[src/rtl/cpu_pkg.sv]
// Shared constants for the hardwired control unit: opcodes, ALU codes,
// bus-source indices, sequencer states and instruction classes.
package cpu_pkg;

  localparam logic [4:0] OP_LD    = 5'b00000;
  localparam logic [4:0] OP_LDI   = 5'b00001;
  localparam logic [4:0] OP_ST    = 5'b00010;
  localparam logic [4:0] OP_ADD   = 5'b00011;
  localparam logic [4:0] OP_RLAST = 5'b01011;
  localparam logic [4:0] OP_ADDI  = 5'b01100;
  localparam logic [4:0] OP_ANDI  = 5'b01101;
  localparam logic [4:0] OP_ORI   = 5'b01110;
  localparam logic [4:0] OP_MUL   = 5'b01111;
  localparam logic [4:0] OP_DIV   = 5'b10000;
  localparam logic [4:0] OP_NOP   = 5'b11010;
  localparam logic [4:0] OP_HALT  = 5'b11011;

  localparam logic [4:0] ALU_ADD = 5'b00011;
  localparam logic [4:0] ALU_AND = 5'b01010;
  localparam logic [4:0] ALU_OR  = 5'b01011;

  // Bus-source indices above the sixteen general registers
  localparam logic [4:0] SRC_ZHI = 5'd18;
  localparam logic [4:0] SRC_ZLO = 5'd19;
  localparam logic [4:0] SRC_PC  = 5'd20;
  localparam logic [4:0] SRC_MDR = 5'd21;
  localparam logic [4:0] SRC_C   = 5'd23;

  typedef enum logic [3:0] {
    ST_T0, ST_T1, ST_T2, ST_T3, ST_T4, ST_T5, ST_T6, ST_T7, ST_HALT
  } state_t;

  typedef enum logic [3:0] {
    IC_RTYPE, IC_IMM, IC_LD, IC_LDI, IC_ST, IC_MULDIV, IC_NOP, IC_HALT, IC_ILLEGAL
  } iclass_t;

  // Immediate forms reuse the register-form ALU codes
  function automatic logic [4:0] imm_alu_op(input logic [4:0] opcode);
    case (opcode)
      OP_ANDI: imm_alu_op = ALU_AND;
      OP_ORI:  imm_alu_op = ALU_OR;
      default: imm_alu_op = ALU_ADD;
    endcase
  endfunction

endpackage

[src/rtl/instr_class_decode.sv]
// Combinational opcode classifier feeding the control sequencer.
// mul/div are recognised only when CU_MULDIV_EN is defined.
module instr_class_decode
  import cpu_pkg::*;
(
  input  logic [4:0] opcode,
  output iclass_t    iclass
);

  always_comb begin
    iclass = IC_ILLEGAL;
    if (opcode >= OP_ADD && opcode <= OP_RLAST) begin
      iclass = IC_RTYPE;
    end else begin
      case (opcode)
        OP_LD:                     iclass = IC_LD;
        OP_LDI:                    iclass = IC_LDI;
        OP_ST:                     iclass = IC_ST;
        OP_ADDI, OP_ANDI, OP_ORI:  iclass = IC_IMM;
        OP_NOP:                    iclass = IC_NOP;
        OP_HALT:                   iclass = IC_HALT;
`ifdef CU_MULDIV_EN
        OP_MUL, OP_DIV:            iclass = IC_MULDIV;
`endif
        default:                   iclass = IC_ILLEGAL;
      endcase
    end
  end

endmodule

[src/rtl/control_sequencer.sv]
// Hardwired control unit: fetch T0-T2, execute T3-T7, HALT; Moore outputs.
// Define CU_MULDIV_EN to enable the mul/div execute sequence.
module control_sequencer
  import cpu_pkg::*;
(
  input  logic        clk,
  input  logic        clr,
  input  logic [31:0] ir,
  input  logic        mem_rdy,
  output logic [23:0] src_oh,
  output logic [15:0] reg_en,
  output logic        hi_en,
  output logic        lo_en,
  output logic        y_en,
  output logic        z_en,
  output logic        ir_en,
  output logic        mar_en,
  output logic        mdr_en,
  output logic        inc_pc,
  output logic        read,
  output logic        write,
  output logic [4:0]  alu_op,
  output logic        illegal,
  output logic        run
);

  state_t     r_state, w_next;
  logic       r_armed;
  iclass_t    w_iclass;
  logic [4:0] w_opc, w_ra, w_rb, w_rc;
  logic       w_active, w_src_vld, w_reg_wr;
  logic [4:0] w_src_idx, w_alu;
  logic       w_hi, w_lo, w_y, w_z, w_ir, w_mar, w_mdr;
  logic       w_inc, w_rd, w_wr, w_ill, w_run;
  logic       w_unused_ir;

  assign w_opc       = ir[31:27];
  assign w_ra        = {1'b0, ir[26:23]};
  assign w_rb        = {1'b0, ir[22:19]};
  assign w_rc        = {1'b0, ir[18:15]};
  assign w_unused_ir = ^ir[14:0];

  instr_class_decode u_decode (
    .opcode (w_opc),
    .iclass (w_iclass)
  );

  // r_armed holds the FSM idle for one edge after reset releases
  always_ff @(posedge clk) begin
    if (!clr) begin
      r_state <= ST_T0;
      r_armed <= 1'b0;
    end else if (!r_armed) begin
      r_armed <= 1'b1;
    end else begin
      r_state <= w_next;
    end
  end

  always_comb begin
    w_next    = r_state;
    w_src_vld = 1'b0;
    w_src_idx = 5'd0;
    w_reg_wr  = 1'b0;
    w_alu     = 5'd0;
    w_hi = 1'b0; w_lo = 1'b0; w_y = 1'b0; w_z = 1'b0;
    w_ir = 1'b0; w_mar = 1'b0; w_mdr = 1'b0;
    w_inc = 1'b0; w_rd = 1'b0; w_wr = 1'b0; w_ill = 1'b0;
    w_run = 1'b1;
    case (r_state)
      ST_T0: begin
        w_src_vld = 1'b1; w_src_idx = SRC_PC; w_mar = 1'b1; w_inc = 1'b1;
        w_next = ST_T1;
      end
      ST_T1: begin
        w_rd = 1'b1; w_mdr = 1'b1;
        if (mem_rdy) w_next = ST_T2;
      end
      ST_T2: begin
        w_src_vld = 1'b1; w_src_idx = SRC_MDR; w_ir = 1'b1;
        case (w_iclass)
          IC_NOP:  w_next = ST_T0;
          IC_HALT: w_next = ST_HALT;
          default: w_next = ST_T3;
        endcase
      end
      ST_T3: begin
        w_next = ST_T4;
        case (w_iclass)
          IC_RTYPE, IC_IMM, IC_LDI, IC_LD, IC_ST: begin
            w_src_vld = 1'b1; w_src_idx = w_rb; w_y = 1'b1;
          end
          IC_MULDIV: begin
            w_src_vld = 1'b1; w_src_idx = w_ra; w_y = 1'b1;
          end
          default: begin
            w_ill = 1'b1; w_next = ST_T0;
          end
        endcase
      end
      ST_T4: begin
        w_src_vld = 1'b1; w_z = 1'b1; w_next = ST_T5;
        case (w_iclass)
          IC_RTYPE:      begin w_src_idx = w_rc;  w_alu = w_opc;             end
          IC_IMM:        begin w_src_idx = SRC_C; w_alu = imm_alu_op(w_opc); end
          IC_MULDIV:     begin w_src_idx = w_rb;  w_alu = w_opc;             end
          IC_LDI, IC_LD, IC_ST: begin w_src_idx = SRC_C; w_alu = ALU_ADD;    end
          default: begin
            w_src_vld = 1'b0; w_z = 1'b0; w_next = ST_T0;
          end
        endcase
      end
      ST_T5: begin
        w_src_vld = 1'b1; w_src_idx = SRC_ZLO;
        case (w_iclass)
          IC_RTYPE, IC_IMM, IC_LDI: begin w_reg_wr = 1'b1; w_next = ST_T0; end
          IC_LD, IC_ST:             begin w_mar = 1'b1;    w_next = ST_T6; end
          IC_MULDIV:                begin w_lo = 1'b1;     w_next = ST_T6; end
          default:                  begin w_src_vld = 1'b0; w_next = ST_T0; end
        endcase
      end
      ST_T6: begin
        w_next = ST_T0;
        case (w_iclass)
          IC_LD: begin
            w_rd = 1'b1; w_mdr = 1'b1;
            w_next = mem_rdy ? ST_T7 : ST_T6;
          end
          IC_ST: begin
            w_src_vld = 1'b1; w_src_idx = w_ra; w_mdr = 1'b1; w_next = ST_T7;
          end
          IC_MULDIV: begin
            w_src_vld = 1'b1; w_src_idx = SRC_ZHI; w_hi = 1'b1;
          end
          default: ;
        endcase
      end
      ST_T7: begin
        w_next = ST_T0;
        case (w_iclass)
          IC_LD: begin
            w_src_vld = 1'b1; w_src_idx = SRC_MDR; w_reg_wr = 1'b1;
          end
          IC_ST: begin
            w_wr = 1'b1;
            if (!mem_rdy) w_next = ST_T7;
          end
          default: ;
        endcase
      end
      ST_HALT: w_run = 1'b0;
      default: w_next = ST_T0;
    endcase
  end

  // Outputs are forced quiet while reset is held or not yet released
  assign w_active = clr && r_armed;

  for (genvar gi = 0; gi < 24; gi++) begin : g_src
    assign src_oh[gi] = w_active && w_src_vld && (w_src_idx == 5'(gi));
  end

  for (genvar gi = 0; gi < 16; gi++) begin : g_reg
    assign reg_en[gi] = w_active && w_reg_wr && (w_ra[3:0] == 4'(gi));
  end

  assign hi_en   = w_active && w_hi;
  assign lo_en   = w_active && w_lo;
  assign y_en    = w_active && w_y;
  assign z_en    = w_active && w_z;
  assign ir_en   = w_active && w_ir;
  assign mar_en  = w_active && w_mar;
  assign mdr_en  = w_active && w_mdr;
  assign inc_pc  = w_active && w_inc;
  assign read    = w_active && w_rd;
  assign write   = w_active && w_wr;
  assign illegal = w_active && w_ill;
  assign alu_op  = w_active ? w_alu : 5'd0;
  assign run     = w_active ? w_run : 1'b1;

endmodule

[config.mk]
export PLATFORM = sky130hd
export DESIGN_NAME = control_sequencer
export DESIGN_NICKNAME = d
export VERILOG_FILES = /design/src/rtl/cpu_pkg.sv /design/src/rtl/instr_class_decode.sv /design/src/rtl/control_sequencer.sv
export SDC_FILE = /design/constraint.sdc
export NUM_CORES = 1
export LEC_CHECK = 0
export ABC_AREA = 1
export ABC_CLOCK_PERIOD_IN_PS = 2200
export CAP_MARGIN = 25
export CORE_ASPECT_RATIO = 0.5
export CORE_MARGIN = 2
export CORE_UTILIZATION = 36
export CTS_CLUSTER_SIZE = 12
export DETAILED_ROUTE_END_ITERATION = 12
export GPL_ROUTABILITY_DRIVEN = 1
export HOLD_SLACK_MARGIN = 0.1
export PLACE_DENSITY = 0.81
export SLEW_MARGIN = 20
export SYNTH_ARGS = -nofsm -noshare
export SYNTH_HDL_FRONTEND = slang
export SYNTH_SLANG_ARGS = --single-unit
export TNS_END_PERCENT = 5
[constraint.sdc]
create_clock -name clk -period 2.2 [get_ports clk]
set_input_delay 0.44 -clock clk [delete_from_list [all_inputs] [get_ports clk]]
set_output_delay 0.44 -clock clk [all_outputs]
set_load 0.03 [all_outputs]
== Yosys cells after proc, flatten, opt, wreduce, memory -nomap -nowiden ==
Memory sizes are Yosys's and may differ from the RTL's.
Cells that the tools add are included.

* Register bits after elaboration: 5
* Logic and storage cells: 177
* ROM bits: 128
* Input bits: 35
* Output and inout port bits: 57
* Memories: 1

{| class="wikitable"
|+ Memory list
! name !! words !! width !! read ports !! clocked after Yosys merged registers in !! write ports !! RTL line !! source
|-
| (no name shown) || 32 || 4 || 1 || 0 || 0 || instr_class_decode.sv:15 || <nowiki>case (opcode)</nowiki>
|}

* Order comparisons: 2
* Equality and inequality tests: 56
* Bitwise operators: 1
* Reductions and logical operators: 71
* Mux-type cells: 44

{| class="wikitable"
|+ Operators with widths
! operator !! count
|-
| $logic_and 1x1->1 || 55
|-
| $eq 5x4->1 const B || 10
|-
| $eq 4x3->1 const B || 12
|-
| $eq 5x5->1 const B || 8
|-
| $eq 4x4->1 const B || 9
|-
| $pmux 4 s9 || 1
|-
| $pmux 5 s7 || 1
|-
| $pmux 5 s3 || 2
|-
| $eq 4x2->1 const B || 6
|-
| $pmux 4 s2 || 3
|-
| $eq 5x3->1 const B || 4
|-
| $mux 1 || 20
|-
| $mux 3 || 5
|-
| $mux 5 || 3
|-
| $eq 4x1->1 const B || 3
|-
| $logic_not 4->1 || 3
|-
| $reduce_or 3->1 || 4
|-
| $eq 5x2->1 const B || 2
|-
| $pmux 5 s2 || 1
|-
| $mux 4 || 2
|-
| $pmux 1 s2 || 4
|-
| $reduce_or 2->1 || 4
|-
| $pmux 3 s2 || 1
|-
| $reduce_or 6->1 || 1
|-
| other kinds (10) || 10
|}

== Logic depth before layout (Yosys ltp) ==
Gate-level depths: netlist of the first run.

* Word-level depth: 9
* Depth in mapped cells: 14
* Gate-level depth less buffers: 14

== Modules after synthesis ==
Synthesis of the first run repeated with hierarchy kept, for this count alone.

* Cell total of the unflattened synthesis: 299
* Area, all modules: 1393.8 um2

{| class="wikitable"
|+ By module, submodules not included
! module !! cells an instance !! area an instance (um2) !! sequential area each (um2) !! instances
|-
| control_sequencer || 273 || 1286.2 || 100.1 || 1
|-
| instr_class_decode || 26 || 107.6 || 0.0 || 1
|}

== Worst setup path after synthesis of the first run ==
OpenSTA, ideal clock, no wires.

* Kind: input to output
* Start point: input port ir[29]
* End point: output port alu_op[3]
* Slack: -0.458 ns
* Required time: 1.760 ns
* Path buffers: 0
* Arrival: 2.218 ns
* Stages on the path: 11
* Cell sequence: nor2_2 nand2_2 nand2_2 nand2_4 nand2_4 inv_1 nor2_1 inv_1 nor2_1 inv_1 a21oi_1

* Word-level cells in the longest chain between the ends: 8
* Elaborated cells between the ends (all ways): 19
* Classes of those cells: 2 x order compare; 7 x eq/ne; 5 x mux; 4 x reduce/logical; 1 x memory

{| class="wikitable"
|+ Ends and longest elaborated chain
! item !! RTL line !! source
|-
| from (decl) || control_sequencer.sv:8 || <nowiki>input logic [31:0] ir,</nowiki>
|-
| branches (longest 5 deep; another with $mem_v2 32x4) || -- ||
|-
| $pmux 5 s3 * || control_sequencer.sv:103 || <nowiki>case (w_iclass)</nowiki>
|-
| $mux 5 * || control_sequencer.sv:70 || <nowiki>case (r_state)</nowiki>
|-
| $mux 5 * || control_sequencer.sv:178 || <nowiki>assign alu_op = w_active ? w_alu : 5'd0;</nowiki>
|-
| to (decl) || control_sequencer.sv:22 || <nowiki>output logic [4:0] alu_op,</nowiki>
|}

Mark *: on every way between the ends.

== Worst setup path after layout of the first run ==
* Start point: input port ir[29]
* End point: output port reg_en[9]

* Word-level cells in the longest chain between the ends: 9
* Elaborated cells between the ends (all ways): 15
* Classes of those cells: 2 x order compare; 3 x eq/ne; 4 x mux; 5 x reduce/logical; 1 x memory

{| class="wikitable"
|+ Ends and longest elaborated chain
! item !! RTL line !! source
|-
| branches (longest 2 deep; another with $mem_v2 32x4) || -- ||
|-
| $mux 4 * || instr_class_decode.sv:12 || <nowiki>if (opcode >= OP_ADD && opcode <= OP_RLAST) begin</nowiki>
|-
| $eq 4x1->1, or another cell as far along || control_sequencer.sv:115 || <nowiki>case (w_iclass)</nowiki>
|-
| $reduce_or 3->1 || -- ||
|-
| $mux 1 || control_sequencer.sv:115 ||
|-
| $pmux 1 s2 * || control_sequencer.sv:70 ||
|-
| $logic_and 1x1->1 * (2 in a row) || control_sequencer.sv:164 || <nowiki>assign reg_en[gi] = w_active && w_reg_wr && (w_ra[3:0] == 4'(gi));</nowiki>
|-
| to (decl) || control_sequencer.sv:11 || <nowiki>output logic [15:0] reg_en,</nowiki>
|}

Marked as above.

==> results of run 1 <==
[how the worst min path moves through the flow]
stage | start | end | slack, ps | cells after the start
2_1_floorplan | clr | r_armed | 470 | 0
3_3_place_gp | r_state[1] | r_state[1] | 520 | 2
3_5_place_dp | r_state[1] | r_state[1] | 540 | 2
4_1_cts | r_state[1] | r_state[1] | 550 | 2
5_1_grt | r_state[0] | r_state[0] | 560 | 2
6_report | r_state[0] | r_state[0] | 540 | 2
[per-layer routing]
layer | track usage (%) | share of wire (%)
met4 | 18.5 | 6.0
met1 | 33.7 | 35
met2 | 63.9 | 49
met5 | 0 | 0
met3 | 4.33 | 10
[what timing repair did]
action | in CTS | in global routing
gates cloned | 1 | 0
pin swaps | 32 | 20
resized for setup | 73 | 23
endpoints found under the setup margin | 49 | 46
endpoints found under the hold margin | 0 | 0
setup buffers | 18 | 1
[cell type report]
cell class | instances | area [um2]
Sequential cell | 5 | 103
Timing Repair inverter | 1 | 7.51
Fill cell | 194 | 534
Multi-Input combinational cell | 204 | 1440
Timing Repair Buffer | 135 | 1170
Tap cell | 51 | 63.8
Inverter | 37 | 150
Clock buffer | 4 | 45.0
[cell usage after synthesis (2+ instances only)]
library cell   n  area share, %
nor2_1        57             16
nand2_1       46             13
inv_1         30            8.3
nand3_1       18            6.7
nand2_2       14            6.5
a21oi_1       10            3.7
buf_4          7            3.9
nand2_4        7            5.8
nand4_1        7            3.2
o21ai_0        7            2.6
inv_2          6            1.7
dfxtp_1        5            7.4
nand3_2        5            3.7
nor2_2         4            1.8
nand3_4        2            2.6
nor3_1         2           0.74
nor3_2         2            1.5
o21a_1         2            1.1
or2_1          2           0.92
[registers in the layout, summed over array words and instances (netlist names)]
signal   cells
r_state      4
r_armed      1
[power by group through the flow]
| stage | Combinational [mW] | Sequential [mW] | Clock [mW] |
|---|---|---|---|
| after floorplan | 0.264 | 0.107 | 0 |
| after global placement | 0.411 | 0.108 | 0 |
| after detailed placement | 0.420 | 0.109 | 0 |
| after CTS | 0.488 | 0.109 | 0.171 |
| after global routing | 0.566 | 0.111 | 0.179 |
| final | 0.539 | 0.110 | 0.165 |
[per-stage QoR]
step           TNS [ps]  area, um2  instances  hold WS (ps)  total power [mW]
3_3_place_gp     -29680       2510        413           524             0.520
4_1_cts          -11640       2890        436           547             0.768
3_5_place_dp     -31890       2510        413           535             0.529
6_report         -16850       2980        437           537             0.814
5_1_grt          -19770       2980        437           557             0.855
2_1_floorplan     -1880       1570        253           468             0.371
[placed cells by master (no fill, tap or decap), types with 14 or more instances in the layout]
cell             count
buf_4               95
inv_1               28
nand2_1             40
nor2_4              23
nor2_2              27
nand2_4             15
clkdlybuf4s50_1     14
nand3_1             17
buf_6               20
[critical path: stages]
cell and delay (ps):
buf_12 110, nor2_4 190, buf_6 130, nand2_2 50
nand3_2 100, nand2_4 90, nand2_4 100, buf_4 130
nand3_1 80, nand2_1 80, nand2_1 90, nor2_1 210
nand2_2 150, nor2_2 130, buf_4 170
[cell families after synthesis]
logic type / Yosys count / synth area share, %
simple gates: 172 / 67.4
buf+inv: 44 / 14.2
compound gates: 25 / 10.7
flops: 5 / 7.39
other cells: 1 / 0.277
==> impl_metrics.yaml, run 1 <==
clocking:
  cts_tree: "yes"
  clk_latency_ps: 220
  cts_buffer_depth: 2
  cts-root-buf: "clkbuf_8"
  cts.reportedPaths.clkPinSlew_ps: 30
  htreeDepth: 1
  cts_buffers: 3
  cts_sinks: 5
  cts_hold_buf: 0
yosys:
  ys_ff_latch: 5
  syn_avg_cell_area_um2: 5.48
  async_reset_ff_share_pct: 0
  syn_inst: 247
  synth_edf_count: 0
  yosysSeqAreaShare_pct: 7.39
  synth_cell_types: 33
  synth_flop_cell: "dfxtp_1"
  yosys_warnings: 0
  syn_area_um2: 1350
global_routing:
  grt_max_degree: 10
  antenna_found_initial: 0
  grt_first_pass_wirelength_um: 10500
  overflow: 0
  grt_usage_pct: 31.4
  grt_pass1_vias: 2256
final_layout:
  areaGrowthSynthToFinish_pct: 120
  drive_above_1_share_pct: 60.9
  fin_util_pct: 84.8
  fin_nets: 422
  antennaDiodeCount: 0
routing:
  routed_wirelength_um: 7420
  drc: 0
  routed-via-count: 2407
  wl_per_cell_um: 17.0
  via_per_inst: 5.51
  dr.pass1.iters: 5
  postRouteAntennaNets: 0
  drt-initial-drc-count: 205
die:
  die_h_um: 47.4
  die_area_um2: 4300
  io_pins: 92
  core_area_um2: 3510
  die_w_um: 90.7
  initial_utilization_pct: 38.6
  rows: 15
setup_path:
  rr_endpoint: "r_state[0]"
  crit_start: "ir[29]"
  reg2regPathDepth: 12
  ff2ff_setup_slack_ps: 460
  worstSetupPathType: "input pin to primary output"
  worstPathRequired_ps: 1760
  start_kind: "input pin"
  worst-path-max-fanout: 4
  crit_end: "reg_en[9]"
  arrival_ps: 2260
  r2r_start: "r_state[2]"
  crit_path_end_kind: "primary output"
power:
  p_int_mw: 0.443
  ir_worst_vdd_uv: 374
  power_density_nw_per_um2: 273
  p_seq_share_pct: 13.5
  leakage_nw: 1.46
  power.switching_mw: 0.371
  p_sw_share_pct: 45.6
  power.share.clock_pct: 20.2
  pwr-share-comb_pct: 66.3
timing:
  final_hold_viol_count: 0
  rsz0062_at_grt: "true"
  slew_viol_final: 0
  finalSetupViolations: 45
  clock_skew_ps: 0.906
  fin_crit_ps: 2700
  max_freq_mhz: 370
  fin_crit_sh_pct: 123
  final.setup.worst_slack_ps: -502
placement:
  io_buffers: 69
  dp_hpwl_um: 4380
  place_congestion: 0.955
  post-place-ws_ps: -837
outcome:
  status: "finished with violations"
  violations: "setup timing"
run:
  max_cap_viol_count: 0
min_path:
  hold_class: "register to register"
Note: power is estimated with default switching activity, not from simulation.
==> run 2, diff against run 1 <==
CORE_UTILIZATION = 37   (was 36)
GPL_TIMING_DRIVEN = 0   (was default)
PLACE_DENSITY = 0.82   (was 0.81)
SYNTH_HIERARCHICAL = 1   (was default)
==> impl_metrics.yaml, run 2 <==
outcome:
  status: "finished with violations"
  violations: "setup timing"
setup_path:
  crit_chain: "buf_4 -> nand2_1 -> inv_2 -> nand2_2 -> o21ai_4 -> inv_4 -> nand2_4 -> nor2_2 -> nand2_2 -> nor2_1 -> nor2_1 -> nand2_1 -> nor2_4 -> nand2_2 -> nor2_2 -> buf_6"
  start_kind: "input pin"
  worst-path-max-fanout: 5
  crit_path_end_kind: "primary output"
  arrival_ps: 2520
  cpMostUsedCell: "nand2_2"
  crit_start: "ir[27]"
  worstPathRequired_ps: 1760
  cp_slowest_stage_delay_ps: 250
  r2r_start: "r_state[2]"
  critical-path-slowest-cell: "o21ai_4"
  worstSetupPathType: "input pin to primary output"
yosys:
  yosysSeqAreaShare_pct: 7.18
  ys_ff_latch: 5
  synth-simple-area-share_pct: 72.5
  synth_top_cell_by_area: "nand2_1"
  synth_top_family_by_area: "simple AND/OR/NAND/NOR gates"
  syn_inst: 299
  synthAdderAreaFrac_pct: 0
  synth_edf_count: 0
  netlist.area_leader.share_pct: 28.5
  synth.area.mux_share_pct: 0
  synth_cell_types: 28
  synth_most_common_cell: "nand2_1"
  yosys_warnings: 6
  synth.area.top_cells: "nand2_1, nor2_1, inv_1, nand3_1, dfxtp_1"
  syn_area_um2: 1390
  synth_common_cells: "nand2_1, nor2_1, inv_1"
  async_reset_ff_share_pct: 0
  syn_avg_cell_area_um2: 4.66
  synth_compound_area_share_pct: 7.90
  synth-xor-area-share_pct: 0
  synth_flop_cell: "dfxtp_1"
routing:
  postRouteAntennaNets: 0
  drc: 0
  routed-via-count: 2463
  routed_wirelength_um: 7340
  via_per_inst: 5.49
  drt-initial-drc-count: 222
  wl_per_cell_um: 16.4
  dr.pass1.iters: 5
timing:
  fin_crit_ps: 2960
  finalSetupViolations: 53
  slew_viol_final: 0
  final_hold_viol_count: 0
  fin_crit_sh_pct: 134
  clock_skew_ps: 0.0443
  whs_ps: 528
  rsz0062_at_grt: "true"
  max_freq_mhz: 338
  final.setup.worst_slack_ps: -756
clocking:
  cts_buffer_depth: 2
  cts_hold_buf: 0
  cts_tree: "yes"
  cts_buffers: 3
  cts-root-buf: "clkbuf_8"
  htreeDepth: 1
  clk_latency_ps: 220
  cts.reportedPaths.clkPinSlew_ps: 30
  cts_sinks: 5
final_layout:
  largest_reg_flops: 4
  fin_nets: 434
  n_fill_cell: 259
  antennaDiodeCount: 0
  final_cell_mix: "nand2_1, buf_4, nor2_1"
  top_regs: "r_state (4), r_armed (1)"
  drive_above_1_share_pct: 47.5
  largest-register: "r_state"
  final_common_cell: "nand2_1"
  areaGrowthSynthToFinish_pct: 99.6
power:
  power_mw: 0.718
  pwr-share-comb_pct: 62.6
  power_density_nw_per_um2: 258
  power.share.clock_pct: 22.9
  power.switching_mw: 0.336
  p_sw_share_pct: 46.8
  leakage_nw: 1.37
  p_seq_share_pct: 14.4
  ir_worst_vdd_uv: 362
  p_int_mw: 0.382
die:
  die_h_um: 47.4
  rows: 15
  core_area_um2: 3530
  io_pins: 92
  initial_utilization_pct: 39.5
  die_area_um2: 4300
  die_w_um: 90.8
global_routing:
  grt_first_pass_wirelength_um: 9330
  grt_max_degree: 11
  grt_pass1_vias: 2023
  grt_usage_pct: 27.3
  antenna_found_initial: 0
  overflow: 0
min_path:
  min_from: "r_state[0]"
  hold_class: "register to register"
placement:
  post-place-ws_ps: -1750
  dp_hpwl_um: 4420
  io_buffers: 73
  place_congestion: 0.922
run:
  max_cap_viol_count: 0
## run 2: changes by cell type after synthesis, sizes merged, moves of 2 or more
cell / change
nand4: -6
o21ai: -3
o21a: -2
buf: -3
or2: -2
nor2: +22
nand2: +45
## run 2: stage by stage
| step | area, um2 | util [%] | TNS (ps) | cells |
|---|---|---|---|---|
| after floorplan | 1460 | - | -8980 | 301 |
| after global placement | 2250 | 63.8 | -71870 | 425 |
| after detailed placement | 2250 | 63.8 | -74490 | 425 |
| after CTS | 2590 | 73.5 | -16790 | 440 |
| after global routing | 2780 | 78.9 | -28500 | 449 |
| final | 2780 | 78.9 | -23640 | 449 |
## run 2: area by class of cell
cell class,count,area (um2),area share (%)
Tap cell,51,63.8,2.29
Inverter,35,144,5.17
Sequential cell,5,100,3.60
Buffer,5,37.5,1.35
Multi-Input combinational cell,256,1560,55.9
Clock buffer,4,45.0,1.62
Timing Repair Buffer,93,836,30.0
## run 2: power groups by stage
stage | combinational [mW] | clock, mW | sequential, mW
finish | 0.450 | 0.165 | 0.104
global route | 0.478 | 0.178 | 0.105
CTS | 0.371 | 0.170 | 0.104
detailed placement | 0.300 | 0 | 0.105
global placement | 0.296 | 0 | 0.105
floorplan | 0.201 | 0 | 0.104
## run 2: what timing repair did
action	CTS	global route
resized for setup	409	53
endpoints found under the setup margin	57	54
buffers inserted	11	9
pin swaps	26	17
## run 2: cell families (layout without fill, tap and decap cells)
group / Yosys count / in the layout
compound gates: 20 / 20
buf+inv: 40 / 137
flops: 5 / 5
other cells: 1 / 3
simple gates: 233 / 233
## run 2: metal layers
layer / vias up / GRT usage [%] / wire [um]
met3: 34 / 1.77 / 542
met4: 0 / 8.18 / 204
li1: 1131 / - / -
met2: 148 / 52.5 / 3610
met1: 1150 / 34.7 / 2980
met5: - / 0 / 0
## run 2: critical path, delay by kind of cell
kind / cells / cell delay [ps]
buf+inv: 4 / 440
compound gates: 1 / 250
simple gates: 11 / 1380
## run 2: worst paths after layout
kind	end	slack (ps)	cells past startpoint
worst max-delay path	src_oh[2]	-760	16
worst min-delay path	r_state[0]	530	2
worst max register to register	r_state[1]	580	6
worst min register to register	r_state[0]	530	2
==> run 3, diff against run 2 <==
SLEW_MARGIN = default   (was 20)
==> results of run 3 <==
The final DEF is identical to that of run 2; final timing and power are the same.
